File: config.mk
export PLATFORM = sky130hd
export DESIGN_NAME = palin_exec_unit
export DESIGN_NICKNAME = d
export VERILOG_FILES = /design/src/rtl/palin_pkg.sv /design/src/rtl/palin_exec_unit_pair_cmp.sv /design/src/rtl/palin_exec_unit.sv
export SDC_FILE = /design/constraint.sdc
export NUM_CORES = 1
export LEC_CHECK = 0
export CORE_AREA = 10 10 148 82
export CTS_CLUSTER_DIAMETER = 60
export CTS_CLUSTER_SIZE = 16
export DETAILED_ROUTE_END_ITERATION = 8
export DIE_AREA = 0 0 158 92
export PLACE_DENSITY = 0.92
export SYNTH_ARGS = -nofsm -noshare
export SYNTH_HDL_FRONTEND = slang
export SYNTH_SLANG_ARGS = --single-unit
File: constraint.sdc
create_clock -name clk -period 5.73 [get_ports clk]
set_input_delay 1.146 -clock clk [delete_from_list [all_inputs] [get_ports clk]]
set_output_delay 1.146 -clock clk [all_outputs]
set_load 0.02 [all_outputs]
File: src/rtl/palin_pkg.sv
// Shared types and constants for the palindrome / bit-reverse execute unit.
package palin_pkg;

  localparam int unsigned XLEN_P = 32;
  localparam int unsigned IDX_W  = 4;
  localparam int unsigned MODE_W = 2;
  localparam int unsigned RD_W   = 5;
  localparam int unsigned SH_W   = 5;

  typedef enum logic [1:0] {
    IDLE = 2'd0,
    RUN  = 2'd1,
    DONE = 2'd2
  } state_e;

  localparam logic [MODE_W-1:0] MODE_BIT  = 2'd0;
  localparam logic [MODE_W-1:0] MODE_BYTE = 2'd1;
  localparam logic [MODE_W-1:0] MODE_NIB  = 2'd2;
  localparam logic [MODE_W-1:0] MODE_REV  = 2'd3;

  // Number of symmetric element pairs walked for each mode.
  function automatic logic [IDX_W:0] pair_count(input logic [MODE_W-1:0] mode);
    case (mode)
      MODE_BYTE: pair_count = 5'd2;
      MODE_NIB:  pair_count = 5'd4;
      default:   pair_count = 5'd16;
    endcase
  endfunction

endpackage

File: src/rtl/palin_exec_unit_pair_cmp.sv
// Combinational pair evaluator: compares element idx with its mirror and
// produces the word with the mirrored bit pair swapped (used by reverse mode).
module palin_pair_cmp
  import palin_pkg::*;
(
  input  logic [XLEN_P-1:0] work,
  input  logic [MODE_W-1:0] mode,
  input  logic [IDX_W-1:0]  idx,
  output logic              pair_eq_c,
  output logic [XLEN_P-1:0] swapped_c
);

  logic [SH_W-1:0] lo_sh;
  logic [SH_W-1:0] hi_sh;
  logic [7:0]      mask;
  logic [7:0]      lo_v;
  logic [7:0]      hi_v;

  // Element offsets: low element at idx*E, mirror at XLEN-E-idx*E.
  always_comb begin
    lo_sh = SH_W'({1'b0, idx});
    hi_sh = 5'd31 - lo_sh;
    mask  = 8'h01;
    case (mode)
      MODE_BYTE: begin
        lo_sh = SH_W'({idx[0], 3'b000});
        hi_sh = 5'd24 - lo_sh;
        mask  = 8'hFF;
      end
      MODE_NIB: begin
        lo_sh = SH_W'({idx[1:0], 2'b00});
        hi_sh = 5'd28 - lo_sh;
        mask  = 8'h0F;
      end
      default: ;
    endcase
    lo_v      = 8'(work >> lo_sh) & mask;
    hi_v      = 8'(work >> hi_sh) & mask;
    pair_eq_c = (lo_v == hi_v);
    swapped_c        = work;
    swapped_c[lo_sh] = work[hi_sh];
    swapped_c[hi_sh] = work[lo_sh];
  end

endmodule

File: src/rtl/palin_exec_unit.sv
// Multi-cycle execute unit for the palindrome and bit-reverse instructions:
// one element pair per cycle, stalls the core via busy, one-cycle writeback.
module palin_exec_unit
  import palin_pkg::*;
#(
  parameter int unsigned XLEN       = 32,
  parameter bit          EARLY_EXIT = 1'b1
) (
  input  logic              clk,
  input  logic              rst_n,
  input  logic              start,
  input  logic [1:0]        mode,
  input  logic [XLEN-1:0]   op_a,
  input  logic [4:0]        rd_in,
  output logic              busy,
  output logic              done,
  output logic [XLEN-1:0]   result,
  output logic              wb_en,
  output logic [4:0]        rd_out
);

  if (XLEN != 32) begin : g_xlen_check
    $error("palin_exec_unit: only XLEN=32 is supported");
  end

  state_e              state_q, state_d;
  logic [IDX_W-1:0]    idx_q, idx_d;
  logic [XLEN-1:0]     work_q, work_d;
  logic                match_q, match_d;
  logic [MODE_W-1:0]   mode_q, mode_d;
  logic [RD_W-1:0]     rd_q, rd_d;
  logic                busy_d, done_d, wb_en_d;
  logic [XLEN-1:0]     result_q, result_d;
  logic                busy_q, done_q, wb_en_q;

  logic                pair_eq_c;
  logic [XLEN-1:0]     swapped_c;
  logic                is_cmp_c;
  logic                last_c;
  logic                finish_c;

  palin_pair_cmp u_pair_cmp (
    .work      (work_q),
    .mode      (mode_q),
    .idx       (idx_q),
    .pair_eq_c (pair_eq_c),
    .swapped_c (swapped_c)
  );

  assign is_cmp_c = (mode_q != MODE_REV);
  assign last_c   = (idx_q == IDX_W'(pair_count(mode_q) - 5'd1));
  assign finish_c = last_c || (is_cmp_c && !pair_eq_c && EARLY_EXIT);

  // Next-state and registered-output decode.
  always_comb begin
    state_d  = state_q;
    idx_d    = idx_q;
    work_d   = work_q;
    match_d  = match_q;
    mode_d   = mode_q;
    rd_d     = rd_q;
    result_d = result_q;
    busy_d   = 1'b0;
    done_d   = 1'b0;
    wb_en_d  = 1'b0;
    case (state_q)
      IDLE: begin
        if (start) begin
          work_d  = op_a;
          mode_d  = mode;
          rd_d    = rd_in;
          idx_d   = '0;
          match_d = 1'b1;
          busy_d  = 1'b1;
          state_d = RUN;
        end
      end
      RUN: begin
        busy_d = 1'b1;
        if (is_cmp_c && !pair_eq_c) match_d = 1'b0;
        if (!is_cmp_c) work_d = swapped_c;
        if (finish_c) begin
          busy_d   = 1'b0;
          done_d   = 1'b1;
          wb_en_d  = (rd_q != '0);
          result_d = is_cmp_c ? {{(XLEN-1){1'b0}}, match_d} : work_d;
          state_d  = DONE;
        end else begin
          idx_d = IDX_W'(idx_q + 4'd1);
        end
      end
      DONE:    state_d = IDLE;
      default: state_d = IDLE;
    endcase
  end

  always_ff @(posedge clk or negedge rst_n) begin
    if (!rst_n) state_q <= IDLE;
    else        state_q <= state_d;
  end

  always_ff @(posedge clk or negedge rst_n) begin
    if (!rst_n) begin
      idx_q    <= '0;
      work_q   <= '0;
      match_q  <= 1'b0;
      mode_q   <= '0;
      rd_q     <= '0;
      result_q <= '0;
      busy_q   <= 1'b0;
      done_q   <= 1'b0;
      wb_en_q  <= 1'b0;
    end else begin
      idx_q    <= idx_d;
      work_q   <= work_d;
      match_q  <= match_d;
      mode_q   <= mode_d;
      rd_q     <= rd_d;
      result_q <= result_d;
      busy_q   <= busy_d;
      done_q   <= done_d;
      wb_en_q  <= wb_en_d;
    end
  end

  assign busy   = busy_q;
  assign done   = done_q;
  assign wb_en  = wb_en_q;
  assign result = result_q;
  assign rd_out = rd_q;

endmodule
==> Yosys cells after proc, flatten, opt, wreduce, memory -nomap -nowiden <==
Index checks and enable logic that the tools add are counted.
{ "classes": {"n_shift": 2, "n_addsub": 5, "n_lt_le_gt_ge": 4, "bitwise": 2, "mux": 34, "reduce_logical": 13, "eq_ne": 9} }
{ "op_table": {"columns": ["operator", "count"], "rows": [
  ["$mux 32", 3],
  ["$bwmux 32", 2],
  ["$pmux 32 s2", 1],
  ["$shr 32x4->8", 1],
  ["$shr 32x5->8", 1],
  ["$and 8x8->8", 2],
  ["$pmux 4 s2", 2],
  ["$pmux 8 s2", 1],
  ["$sub 5x4->5 const A", 3],
  ["$mux 1", 12],
  ["$bmux 1 s5", 2],
  ["$demux 1 s5", 2],
  ["$pmux 5 s2", 1],
  ["$eq 8x8->1", 1],
  ["$mux 4", 2],
  ["$ne 2x2->1 const B", 4],
  ["$reduce_and 2->1", 4],
  ["$lt 4x6->1 const B", 1],
  ["$lt 5x6->1 const B", 1],
  ["$pmux 3 s2", 1],
  ["$ge 5x1->1 const B", 1],
  ["$reduce_bool 5->1", 1],
  ["$add 4x1->4 const B", 1],
  ["$eq 2x1->1 const B", 2],
  ["13 further kinds", 17]
]} }
{ "word_totals": {"reg_bits": 81} }

==> Logic depth before layout (Yosys ltp) <==
{ "depth": {"word_depth": 10, "ltp_mapped": 15, "depth_no_buf": 12} }

==> Hierarchy <==
From an unflattened synthesis, not the netlist that was laid out.
{ "unflattened": {"cells_unflattened": 612, "area_unflattened_um2": 5823.1} }
{ "modules_own_cells": {"columns": ["mod", "area_each_um2", "n_inst", "cells_each"], "rows": [
  ["palin_exec_unit", 3653.5, 1, 341],
  ["palin_pair_cmp", 2169.6, 1, 271]
]} }

==> Least setup slack after synthesis <==
No wires, ideal clock.
{ "synth_timing": {"path_type": "flip-flop to flip-flop", "start": "register mode_q[0]", "end": "register idx_q[3]", "stages_incl_launch_ff": 12, "setup_ns": 0.136, "period_less_slack_ns": 3.558, "arrival_time_ns": 3.423, "required_time_ns": 5.594, "slack_ns": 2.172, "cell_sequence": "dfrtp_1 inv_1 ha_1 buf_4 nand2_2 mux4_2 mux4_2 xnor2_1 nor4_2 o221ai_2 or4_1 mux2i_1"} }
{ "synth_via": {"elab_chain_len": 10, "elab_cells_between_ends": 19, "classes_between": "add/sub (1); eq/ne (6); shift (2); mux (4); bitwise (2); reduce/logical (4)"} }
{ "synth_lines": {"columns": ["element", "line_no", "rtl"], "rows": [
  ["start: declaration", "palin_exec_unit.sv:30", "logic [MODE_W-1:0] mode_q, mode_d;"],
  ["start signal: assignment", "palin_exec_unit.sv:117", "mode_q <= mode_d;"],
  ["$eq 2x2->1 / $eq 2x1->1 (equally long branches)", "palin_pkg.sv:23, palin_exec_unit_pair_cmp.sv:24", null],
  ["$pmux 5 s2 / $pmux 4 s2 (equally long branches)", "palin_exec_unit_pair_cmp.sv:24", "case (mode)"],
  ["$shr 32x5->8 / $shr 32x4->8 (equally long branches)", "palin_exec_unit_pair_cmp.sv:38, palin_exec_unit_pair_cmp.sv:37", null],
  ["$and 8x8->8, on equally long branches", "palin_exec_unit_pair_cmp.sv:38, palin_exec_unit_pair_cmp.sv:37", null],
  ["$eq 8x8->1", "palin_exec_unit_pair_cmp.sv:39", "pair_eq_c = (lo_v == hi_v);"],
  ["$logic_not 1->1", "palin_exec_unit.sv:52", "assign finish_c = last_c || (is_cmp_c && !pair_eq_c && EARLY_EXIT);"],
  ["$logic_and 1x1->1", "palin_exec_unit.sv:52", null],
  ["$logic_or 1x1->1 *", "palin_exec_unit.sv:52", null],
  ["$ne 2x2->1 (no source line) *", null, null],
  ["$reduce_and 3->1 (no source line) *", null, null],
  ["end signal: assignment", "palin_exec_unit.sv:114", "idx_q <= idx_d;"],
  ["end: declaration", "palin_exec_unit.sv:27", "logic [IDX_W-1:0] idx_q, idx_d;"]
]} }
Mark *: on every way between the ends. The rest lies on a longest branch, timed or not.
A chain may end at the register's enable or synchronous reset.

==> Final worst setup path <==
{ "layout_timing": {"start": "register mode_q[0]", "end": "register result_q[14] (netlist: result[14])"} }
{ "layout_via": {"elab_chain_len": 10, "elab_cells_between_ends": 36, "classes_between": "add/sub (1); order compare (4); eq/ne (5); shift (2); mux (16); bitwise (2); reduce/logical (6)"} }
{ "layout_lines": {"columns": ["element", "line_no", "rtl"], "rows": [
  ["$eq 2x2->1 / $eq 2x1->1 (equally long branches)", "palin_pkg.sv:23, palin_exec_unit_pair_cmp.sv:24", null],
  ["$pmux 4 s2", "palin_exec_unit_pair_cmp.sv:24", null],
  ["$lt 4x6->1 (not written as such) / $ge 4x1->1 (equally long branches)", "palin_exec_unit_pair_cmp.sv:41", "swapped_c[lo_sh] = work[hi_sh];"],
  ["$logic_and 1x1->1 (not written as such)", "palin_exec_unit_pair_cmp.sv:41", null],
  ["$mux 1 (not written as such)", "palin_exec_unit_pair_cmp.sv:41", null],
  ["$demux 1 s5", null, null],
  ["$bwmux 32", "palin_exec_unit_pair_cmp.sv:41", null],
  ["$bwmux 32", "palin_exec_unit_pair_cmp.sv:42", "swapped_c[hi_sh] = work[lo_sh];"],
  ["$mux 32", "palin_exec_unit.sv:81", "if (!is_cmp_c) work_d = swapped_c;"],
  ["$mux 32", "palin_exec_unit.sv:86", "result_d = is_cmp_c ? {{(XLEN-1){1'b0}}, match_d} : work_d;"],
  ["end signal: assignment", "palin_exec_unit.sv:119", "result_q <= result_d;"],
  ["end: declaration", "palin_exec_unit.sv:33", "logic [XLEN-1:0] result_q, result_d;"]
]} }
Several ways; a longest one is shown, not always the timed one. The select of a mux whose other input is x is not followed.

==> impl_metrics.env <==
export IMPL_synth_compound_area_share_pct=19.9
export IMPL_fin_crit_ns=4.51
export IMPL_fin_skew_ns=0.0145
export IMPL_synth_top_cells_by_area="dfrtp_1 (37%), mux2i_1 (9.3%), mux4_2 (8.2%), nand2_1 (5.6%), o2bb2ai_1 (5.1%)"
export IMPL_ys_warn_count=0
export IMPL_rsz0062_at_grt="false"
export IMPL_p_clk_share_pct=13.3
export IMPL_n_antenna_cell=0
export IMPL_layout_nets=691
export IMPL_synth_xor_area_share_pct=1.44
export IMPL_synth_net_count=635
export IMPL_finalSetupViolCount=0
export IMPL_slew_headroom_pct=15.0
export IMPL_cp_end_kind="flip-flop"
export IMPL_seqPwrFrac_pct=21.9
export IMPL_final_common_cell="nand2_1"
export IMPL_synth_top_area_share_pct=37.1
export IMPL_n_fill_cell=773
export IMPL_antenna_found_initial=0
export IMPL_final_cell_count_no_fill=775
export IMPL_finalCritPeriodShare_pct=78.8
export IMPL_synth_top_family_by_area="compound AO/OA/AOI/OAI gates"
export IMPL_min_path_type="flip-flop to flip-flop"
export IMPL_gp_congestion=0.998
export IMPL_top_level_ports=82
export IMPL_drive_above_1_share_pct=10.3
export IMPL_area_growth_pct=21.0
export IMPL_synthCells=588
export IMPL_finalWirelength_um=18400
export IMPL_final_hold_viol_count=0
export IMPL_grt_overflow=0
export IMPL_synth_avg_cell_area_um2=9.30
export IMPL_path_class="flip-flop to flip-flop"
export IMPL_portBuffers=81
export IMPL_wl_per_cell_um=23.8
export IMPL_drtPass1Iterations=5
export IMPL_max_freq_mhz=222
export IMPL_synth_adder_area_share_pct=1.14
export IMPL_root_buffer="clkbuf_16"
export IMPL_vias=5246
export IMPL_synth_simple_area_share_pct=17.6
export IMPL_grt_pass1_wl_um=29300
export IMPL_drv_cap=0
export IMPL_comb_power_share_pct=64.8
export IMPL_power_leakage_nw=2.74
export IMPL_synth_mux_area_share_pct=18.6
export IMPL_cts_buffers=9
export IMPL_synth_edf_count=0
export IMPL_cp_data_required_time_ns=5.91
export IMPL_startpoint_type="flip-flop"
export IMPL_htree_levels=3
export IMPL_dieHeight_um=92
export IMPL_p_int_mw=2.32
export IMPL_finalMaxSlewViolations=0
export IMPL_final_cell_mix="nand2_1 (82), dfrtp_1 (81), clkdlybuf4s50_1 (80)"
export IMPL_drc=0
export IMPL_cts_resized=0
export IMPL_rows=26
export IMPL_cts_sinks=81
export IMPL_grt_max_degree=82
export IMPL_post_cts_buffers=0
export IMPL_crit_arrival_ns=4.69
export IMPL_syn_cell_area_um2=5470
export IMPL_outcome="complete, no violations"
export IMPL_start_util_pct=56.2
export IMPL_worstPathMaxFanout=34
export IMPL_dp_hpwl_um=12900
export IMPL_viasPerCell=6.77
export IMPL_fin_setup_tns_ns=0
export IMPL_p_sw_mw=2.43
export IMPL_utilization_pct=68.0
export IMPL_ys_types=57
export IMPL_core_um2=9730
export IMPL_switching_share_pct=51.1
export IMPL_holdBufCountCts=0
export IMPL_placed_cells=759
export IMPL_drtAntennaViolNets=0
export IMPL_synth_ff_type="dfrtp_1"
export IMPL_tightest_slew_ns=1.27
export IMPL_cts_buffer_depth=2
export IMPL_cts_reportedPaths_clkPinSlew_ns=0.07
export IMPL_ys_seq_area_share_pct=37.1
export IMPL_synth_area_leader_cell="dfrtp_1"
export IMPL_total_power_mw=4.75
export IMPL_dieArea_um2=14500
export IMPL_clkLatencyLatePin_ns=0.35
export IMPL_grt_pass1_vias=5119
export IMPL_async_flop_share_pct=100
export IMPL_cts_tree="done"
export IMPL_grt_usage_pct=25.5
export IMPL_power_density_nw_per_um2=719
export IMPL_drtIter0Drc=755
export IMPL_synth_seq_cells=81
export IMPL_die_w_um=158
export IMPL_ir_drop_uv=389
[per-layer routing]
| layer | vias up | track usage, % | share of wire [%] |
|---|---|---|---|
| li1 | 2262 | - | - |
| met1 | 2525 | 37.7 | 44 |
| met2 | 420 | 34.8 | 41 |
| met3 | 39 | 9.04 | 15 |
| met4 | 0 | 5.06 | 0.92 |
| met5 | - | 0 | 0 |
[registers in the layout, indices dropped and copies added, names as in the netlist]
signal / cells
mode_q: 2
busy: 1
work_q: 32
match_q: 1
idx_q: 4
rd_out: 5
wb_en: 1
state_q: 2
result: 32
done: 1
[final cells by class]
| class | instances | area (µm²) | area share [%] |
|---|---|---|---|
| Clock buffer | 10 | 239 | 3.61 |
| Clock inverter | 6 | 73.8 | 1.12 |
| Inverter | 7 | 26.3 | 0.397 |
| Multi-Input combinational cell | 454 | 3210 | 48.5 |
| Sequential cell | 81 | 2030 | 30.6 |
| Tap cell | 126 | 158 | 2.38 |
| Timing Repair Buffer | 91 | 883 | 13.4 |
[worst max-delay path: stages (launching register included)]
cell and delay [ns]:
dfrtp_1 0.40, inv_1 0.08, ha_1 0.75, nand2b_1 0.49, mux4_2 0.50, nor2b_1 0.16
a211oi_1 0.08, a21oi_2 0.68, xnor2_1 0.20, o221ai_2 0.40, o21ai_2 0.10, buf_4 0.27
o2bb2ai_1 0.19
[worst paths after layout]
check	start	end	slack (ns)	depth (start not counted)
setup / recovery	mode_q[0]	result[14]	1.22	12
hold / removal	match_q	match_q	0.49	1
setup reg to reg	mode_q[0]	result[14]	1.22	12
hold reg to reg	match_q	match_q	0.49	1
max in group asynchronous	rst_n	state_q[1]	4.05	1
min in group asynchronous	rst_n	mode_q[1]	0.97	1
[synthesized netlist by cell type, drive strengths merged (2+ instances only)]
master and count:
nand2 83, nor2b 16, a211oi 11, dfrtp 81, buf 21, o2bb2ai 32
ha 5, o21ai 18, nor4 2, nand3 9, o32ai 2, nor3 7
o22ai 21, o31ai 2, inv 7, and2 3, a21oi 47, clkbuf 25
a22oi 6, or2 3, o221ai 2, nor3b 3, mux2i 51, a22o 4
o211ai 2, nand2b 7, mux4 20, nand4 3, nor2 53, and3 15
xor2 4, xnor2 5, mux2 5
[power groups by stage]
stage	sequential, mW	combinational [mW]	clock [mW]
6_report	1.04	3.08	0.634
5_1_grt	1.06	3.30	0.652
4_1_cts	1.02	3.00	0.633
2_1_floorplan	0.933	2.29	0
3_3_place_gp	1.01	2.89	0
3_5_place_dp	1.03	2.97	0
[metrics by stage]
step / cell area, µm² / hold WS [ns] / setup slack (ns)
after floorplan: 5470 / 0.451 / 2.17
after global placement: 6300 / 0.471 / 1.50
after detailed placement: 6300 / 0.467 / 1.31
after CTS: 6620 / 0.488 / 1.27
after global routing: 6620 / 0.506 / 0.914
final: 6620 / 0.488 / 1.22
[kinds of logic (layout without fill, tap and decap cells)]
group	after synthesis	after routing
xor gates and xnor gates	9	9
adders and majority gates	5	5
AOI/OAI and AO/OA	156	156
DFF	81	81
buffers and inverters	53	114
and+or+nand+nor	208	208
muxes	76	76
(Power assumes the default switching activity.)
